File: config.mk
export PLATFORM = sky130hd
export DESIGN_NAME = mem_arbiter
export DESIGN_NICKNAME = d
export VERILOG_FILES = /design/src/rtl/mem_arb_pkg.sv /design/src/rtl/mem_arbiter.sv
export SDC_FILE = /design/constraint.sdc
export NUM_CORES = 1
export LEC_CHECK = 0
export CAP_MARGIN = 20
export CORE_MARGIN = 3
export CORE_UTILIZATION = 32
export CTS_CLUSTER_SIZE = 14
export DETAILED_ROUTE_END_ITERATION = 6
export GPL_TIMING_DRIVEN = 0
export PLACE_DENSITY = 0.78
export SLEW_MARGIN = 20
export SYNTH_ARGS = -nofsm -noshare
export SYNTH_HDL_FRONTEND = slang
export SYNTH_SLANG_ARGS = --single-unit
File: constraint.sdc
create_clock -name clk -period 1.49 [get_ports clk]
set_input_delay 0.2235 -clock clk [delete_from_list [all_inputs] [get_ports clk]]
set_output_delay 0.2235 -clock clk [all_outputs]
set_load 0.005 [all_outputs]
File: src/rtl/mem_arb_pkg.sv
// Shared state and owner types for the fetch/LSU unified-memory arbiter.
package mem_arb_pkg;

    typedef enum logic [1:0] {
        IDLE,
        ISSUE,
        WAIT,
        RESP
    } arb_state_e;

    typedef enum logic {
        OWN_IF,
        OWN_D
    } arb_owner_e;

endpackage

File: src/rtl/mem_arbiter.sv
// Arbitrates fetch and LSU onto one single-port memory, one transaction in flight, bounded data priority.
// Latency: handshake c0, mem_en c1, response c1+MEM_LAT, next grant possible c2+MEM_LAT.
// Backpressure: readies only in IDLE for the granted port; responses are 1-cycle pulses with no backpressure.
module mem_arbiter
    import mem_arb_pkg::*;
#(
    parameter int ADDR_W      = 32,
    parameter int DATA_W      = 32,
    parameter int MEM_LAT     = 1,
    parameter int MAX_D_BURST = 4
) (
    input  logic                clk,
    input  logic                rst,

    input  logic                if_req_valid,
    output logic                if_req_ready,
    input  logic [ADDR_W-1:0]   if_addr,
    output logic                if_rsp_valid,
    output logic [DATA_W-1:0]   if_rdata,

    input  logic                d_req_valid,
    output logic                d_req_ready,
    input  logic [ADDR_W-1:0]   d_addr,
    input  logic                d_we,
    input  logic [DATA_W/8-1:0] d_be,
    input  logic [DATA_W-1:0]   d_wdata,
    output logic                d_rsp_valid,
    output logic [DATA_W-1:0]   d_rdata,

    output logic                mem_en,
    output logic                mem_we,
    output logic [DATA_W/8-1:0] mem_be,
    output logic [ADDR_W-1:0]   mem_addr,
    output logic [DATA_W-1:0]   mem_wdata,
    input  logic [DATA_W-1:0]   mem_rdata
);

    localparam int BE_W  = DATA_W / 8;
    localparam int CNT_W = $clog2(MAX_D_BURST + 1);
    localparam int LAT_W = (MEM_LAT > 2) ? $clog2(MEM_LAT) : 1;

    localparam logic [CNT_W-1:0] CNT_MAX  = CNT_W'(MAX_D_BURST);
    localparam logic [LAT_W-1:0] LAT_LOAD = LAT_W'((MEM_LAT > 1) ? MEM_LAT - 2 : 0);

    typedef struct packed {
        logic [ADDR_W-1:0] addr;
        logic              we;
        logic [BE_W-1:0]   be;
        logic [DATA_W-1:0] wdata;
    } req_t;

    arb_state_e        state_q;
    arb_state_e        state_d;
    arb_owner_e        owner_q;
    req_t              req_q;
    logic [CNT_W-1:0]  d_cnt_q;
    logic [LAT_W-1:0]  lat_q;

    logic              grant_d;
    logic              grant_if;
    logic              hs;

    // Data keeps priority until it has taken MAX_D_BURST grants in a row over a waiting fetch.
    always_comb begin
        grant_d  = d_req_valid && (!if_req_valid || (d_cnt_q < CNT_MAX));
        grant_if = if_req_valid && !grant_d;
    end

    assign hs = (state_q == IDLE) && (grant_d || grant_if);

    always_ff @(posedge clk) begin
        if (rst) begin
            state_q <= IDLE;
            owner_q <= OWN_IF;
            req_q   <= '0;
            d_cnt_q <= '0;
            lat_q   <= '0;
        end else begin
            state_q <= state_d;
            if (hs) begin
                if (grant_d) begin
                    owner_q <= OWN_D;
                    req_q   <= '{addr: d_addr, we: d_we, be: d_be, wdata: d_wdata};
                    d_cnt_q <= (d_cnt_q == CNT_MAX) ? d_cnt_q : d_cnt_q + 1'b1;
                end else begin
                    owner_q <= OWN_IF;
                    req_q   <= '{addr: if_addr, we: 1'b0, be: '1, wdata: '0};
                    d_cnt_q <= '0;
                end
            end
            // Counter preloads on the issue cycle so WAIT lasts exactly MEM_LAT-1 cycles.
            if (state_q == ISSUE) begin
                lat_q <= LAT_LOAD;
            end else if ((state_q == WAIT) && (lat_q != '0)) begin
                lat_q <= lat_q - 1'b1;
            end
        end
    end

    always_comb begin
        state_d = state_q;
        case (state_q)
            IDLE:    if (grant_d || grant_if) state_d = ISSUE;
            ISSUE:   state_d = (MEM_LAT == 1) ? RESP : WAIT;
            WAIT:    if (lat_q == '0) state_d = RESP;
            RESP:    state_d = IDLE;
            default: state_d = IDLE;
        endcase
    end

    always_comb begin
        if_req_ready = 1'b0;
        d_req_ready  = 1'b0;
        if_rsp_valid = 1'b0;
        if_rdata     = '0;
        d_rsp_valid  = 1'b0;
        d_rdata      = '0;
        mem_en       = 1'b0;
        mem_we       = 1'b0;
        mem_be       = '0;
        mem_addr     = '0;
        mem_wdata    = '0;
        if (!rst) begin
            case (state_q)
                IDLE: begin
                    if_req_ready = grant_if;
                    d_req_ready  = grant_d;
                end
                ISSUE: begin
                    mem_en    = 1'b1;
                    mem_we    = req_q.we;
                    mem_be    = req_q.be;
                    mem_addr  = req_q.addr;
                    mem_wdata = req_q.wdata;
                end
                RESP: begin
                    if (owner_q == OWN_D) begin
                        d_rsp_valid = 1'b1;
                        d_rdata     = req_q.we ? '0 : mem_rdata;
                    end else begin
                        if_rsp_valid = 1'b1;
                        if_rdata     = mem_rdata;
                    end
                end
                default: ;
            endcase
        end
    end

endmodule

Yosys cells after proc, flatten, opt, wreduce, memory -nomap -nowiden --
Index checks and enable logic that the tools add are counted.
Storage, ports and cells: register bits after elaboration 76, input port bits 137, output and inout port bits 138, word-level logic and storage cells 64
Cells by class: add/sub/neg operators 2, $lt $le $gt $ge 1, eq/ne operators 7, mux-type cells 34, reduce and logical (&&, ||, !) cells 12
Operators by type and width (number):
- 32-bit two-way mux | 11
- 69-bit two-way mux | 1
- 1-bit two-way mux | 15
- 4-bit two-way mux | 2
- 2-bit one-hot mux with 4 select lines | 1
- 3-bit two-way mux | 2
- 2-bit == test (second input constant) | 2
- 1-bit logical AND | 4
- 2-bit two-way mux | 2
- 2-bit != test (second input constant) | 2
- 2-bit AND reduction | 2
- 3-bit by 1-bit adder with 3-bit output (second input constant) | 1
- 3-bit == test (second input constant) | 1
- 3-bit less-than comparator (second input constant) | 1
- 2-bit by 1-bit == test with 1-bit output (second input constant) | 1
- 1-bit zero test | 2
- 2-bit zero test | 1
- 1-bit logical OR | 2
- 2-bit by 1-bit != test with 1-bit output (second input constant) | 1
- 2-bit OR reduction | 1
- 1-bit subtractor (second input constant) | 1

Longest topological paths before layout --
word-level depth 8, mapped depth 7, gate-level depth less buffers 5

Worst setup path before layout --
Ideal clock, no wire load.
path type register to output, start reg state_q[1], end out d_rdata[0], arrival time 1.290 ns, data required time 1.266 ns, path slack -0.023 ns, stages on the path, launching flop included 6, buffers on the path 1, path through dfxtp_1 -> ha_1 -> and3b_1 -> nor2b_1 -> clkbuf_1 -> and2_1
On the way: longest elaborated chain between the ends 3
Ends and longest elaborated chain:
- start, declared | RTL line mem_arbiter.sv:52 | arb_state_e state_q;
- start signal, assigned | RTL line mem_arbiter.sv:79 | state_q <= state_d;
- 2-bit == test | RTL line mem_arbiter.sv:124 | case (state_q)
- 32-bit two-way mux | RTL line mem_arbiter.sv:124
- 32-bit two-way mux | RTL line mem_arbiter.sv:123 | if (!rst) begin
- end, declared | RTL line mem_arbiter.sv:28 | output logic [DATA_W-1:0] d_rdata,
Every way passes these cells.

Worst setup path in the final report --
start reg state_q[1], end out d_rdata[18]
The elaborated chain is that of the path after synthesis.

==> summary.json <==
{
  "rows": 39,
  "kind_of_end_point_of_the_critical_path": "output pin",
  "crit_type": "reg2out",
  "largest_net_degree_at_the_start_of_global_routing": 15,
  "synth.yosys.seq_area_share_pct": 40.0,
  "die_span_y_um": 115,
  "latest_clock_arrival_within_the_worst_skew_pair_ns": 0.33,
  "globalRouteMet2Util_pct": 45.1,
  "drt-wirelength-per-cell_um": 20.1,
  "setup_total_negative_slack_ns": -69.85,
  "synthesis.instances": 458,
  "num_io_pins": 275,
  "syn_area_sq_um": 3800,
  "avgViaCountPerCell": 5.09,
  "clock_skew_ns": 0.0101,
  "grt_pass1_wl_um": 25500,
  "route.final.wire_length_um": 19500,
  "report.power.total_mw": 7.42,
  "reg2reg_setup_slack_ns": -0.20,
  "pre_cts_ws_ns": -1.39,
  "synthesis.yosys.warnings": 0,
  "setup_viol": 212,
  "grtUsageMet3_pct": 7.05,
  "drt-initial-drc-count": 262,
  "detailroute.via_count": 4924,
  "drv.max_cap_violation_count": 0,
  "finish.instance_area_sq_um": 9020,
  "htree_num_levels": 3,
  "worst-endpoint-required_ns": 1.27,
  "yosys_register_bits": 76,
  "grt_pass1_vias": 4839,
  "worstPathMaxFanout": 5,
  "yosys.cell_types.count": 33,
  "postLayoutSetupSlackWorst_ns": -0.592,
  "leakage_nw": 3.99,
  "gr-max-usage-layer": "met2",
  "clkTransAtPathRegs_ns": 0.06,
  "rsz0062_at_grt": "yes",
  "run_status": "complete, but fails checks",
  "failing_checks": "setup timing",
  "start_of_the_worst_register_to_register_path": "state_q[1]$_SDFFE_PP0P_",
  "dieWidth_um": 115,
  "syn-num-nets": 601,
  "tightest_slew_ns": 0.752,
  "globalRouteTotalUtil_pct": 24.3,
  "vdd_ir_drop_max_mv": 0.846,
  "dieArea_sq_um": 13200,
  "cts_max_path_buffers": 2,
  "worst_hold_startpoint": "if_addr[8]",
  "gp_weighted_congestion": 0.814,
  "initial_utilization_pct": 33.0,
  "cts_tree": "yes",
  "place_hpwl_um": 11800,
  "antenna_cells_inserted": 0,
  "final_layout_size_suffix_gt1_share_pct": 56.8,
  "antenna_found_initial": 0,
  "timing.final.max_slew_violations": 0,
  "synth_edf_count": 0,
  "placed_area_sq_um": 6710,
  "ys.flop_type": "sky130_fd_sc_hd__dfxtp_1",
  "syn_avg_cell_area_sq_um": 8.30,
  "finalCritPeriodShare_pct": 140,
  "timing.hold.worst.class": "in2reg",
  "final_period_minus_worst_setup_slack_ns": 2.08,
  "final_core_utilization_pct": 78.3,
  "start_kind": "flip-flop",
  "clock.fmax_ghz": 0.480,
  "cp-startpoint": "state_q[1]$_SDFFE_PP0P_",
  "floorplan.core_area_sq_um": 11500,
  "drc": 0,
  "io_buffers": 273,
  "drtPass1Iterations": 4,
  "remaining_overflow_grt": 0,
  "cts_root_buffer": "sky130_fd_sc_hd__clkbuf_16",
  "area_growth_syn_to_layout_pct": 137,
  "tritoncts.num_buffers": 9,
  "clock_sinks": 76,
  "finalNetCount": 963,
  "timing.slew.headroom_pct": 49.8,
  "finalHoldViolations": 0,
  "ys_async_sr_fraction_pct": 0,
  "antenna_left": 0,
  "p_per_area_nw_per_um2": 823,
  "worst-endpoint-arrival_ns": 1.86,
  "global_route.usage.met1_pct": 26.0
}
## cells by family after synthesis
logic type / after synthesis / share of synthesized area, %
buffers and inverters: 44 / 5.37
flip-flops: 76 / 40.0
AO/OA/AOI/OAI: 146 / 23.9
adder cells (fa/ha/maj): 6 / 1.97
AND/OR/NAND/NOR: 184 / 28.1
multiplexers: 2 / 0.560
## power breakdown
group	leakage, nW	internal, mW	switching, mW
Combinational	3.21	1.63	1.09
Clock	0.147	1.31	0.911
Sequential	0.626	2.29	0.181
## cell type report
class	instances	area, sq um
Buffer	36	408
Clock buffer	10	229
Clock inverter	6	70.1
Fill cell	688	2490
Inverter	5	33.8
Multi-Input combinational cell	339	2750
Sequential cell	76	1530
Tap cell	143	179
Timing Repair Buffer	353	3820
## critical path: stages (launching register included)
cell and delay (ns):
sky130_fd_sc_hd__dfxtp_4 0.37, sky130_fd_sc_hd__ha_4 0.14, sky130_fd_sc_hd__and3b_1 0.17, sky130_fd_sc_hd__nor2b_4 0.27
sky130_fd_sc_hd__clkbuf_8 0.18, sky130_fd_sc_hd__buf_6 0.10, sky130_fd_sc_hd__buf_6 0.09, sky130_fd_sc_hd__and2_4 0.13
sky130_fd_sc_hd__buf_6 0.08
## timing repair
item | 4_1_cts | 5_1_grt
hold buffers | 0 | 0
pin swaps | 44 | 92
resized for setup | 740 | 357
setup endpoints to repair | 204 | 198
gates cloned | 10 | 9
setup buffers | 42 | 28
## worst paths after layout
kind                                 end  cells after the start
setup / recovery             d_rdata[18]                      8
hold / removal    req_q[45]$_SDFFE_PP0P_                      3
setup reg to reg  req_q[40]$_SDFFE_PP0P_                     10
hold reg to reg    req_q[8]$_SDFFE_PP0P_                      1
## cell usage after synthesis (all sizes together) (2+ instances only)
master  instances  area share (%)
and2          133              22
clkbuf         27             2.7
a21oi          68             9.0
and3b           2            0.46
o221a           4             1.2
nor2            4            0.46
nor2b           2            0.33
ha              6             2.0
dfxtp          76              40
inv             5            0.49
buf            12             2.2
a22o           33             7.6
o21ai          36             4.8
nand2          35             3.5
## routing by layer
metal / wire (um) / part of all wire [%]
met5: 0 / 0
met4: 546 / 2.8
met3: 1510 / 7.8
met2: 10700 / 55
met1: 6720 / 35
## per-stage QoR
step | std cells | hold WS [ns]
2_1_floorplan | 458 | 0.356
3_3_place_gp | 874 | 0.448
3_5_place_dp | 874 | 0.448
4_1_cts | 942 | 0.400
5_1_grt | 968 | 0.443
6_report | 968 | 0.434
## flip-flops by register name (all words and copies together) (netlist names)
register,count
d_cnt_q,3
state_q,2
req_q,69
lat_q,1
owner_q,1
## placed cells by master, fill, tap and decap left out, types with 8 or more instances in the layout
| cell type | count |
|---|---|
| sky130_fd_sc_hd__buf_2 | 9 |
| sky130_fd_sc_hd__o21ai_2 | 18 |
| sky130_fd_sc_hd__a21oi_1 | 37 |
| sky130_fd_sc_hd__nand2_1 | 35 |
| sky130_fd_sc_hd__clkdlybuf4s50_1 | 134 |
| sky130_fd_sc_hd__buf_8 | 23 |
| sky130_fd_sc_hd__a22o_1 | 33 |
| sky130_fd_sc_hd__o21ai_0 | 8 |
| sky130_fd_sc_hd__and2_4 | 127 |
| sky130_fd_sc_hd__dfxtp_1 | 73 |
| sky130_fd_sc_hd__buf_4 | 18 |
| sky130_fd_sc_hd__clkbuf_16 | 14 |
| sky130_fd_sc_hd__a21oi_2 | 30 |
| sky130_fd_sc_hd__buf_6 | 185 |
No activity file was read; power rests on OpenSTA's default activity.
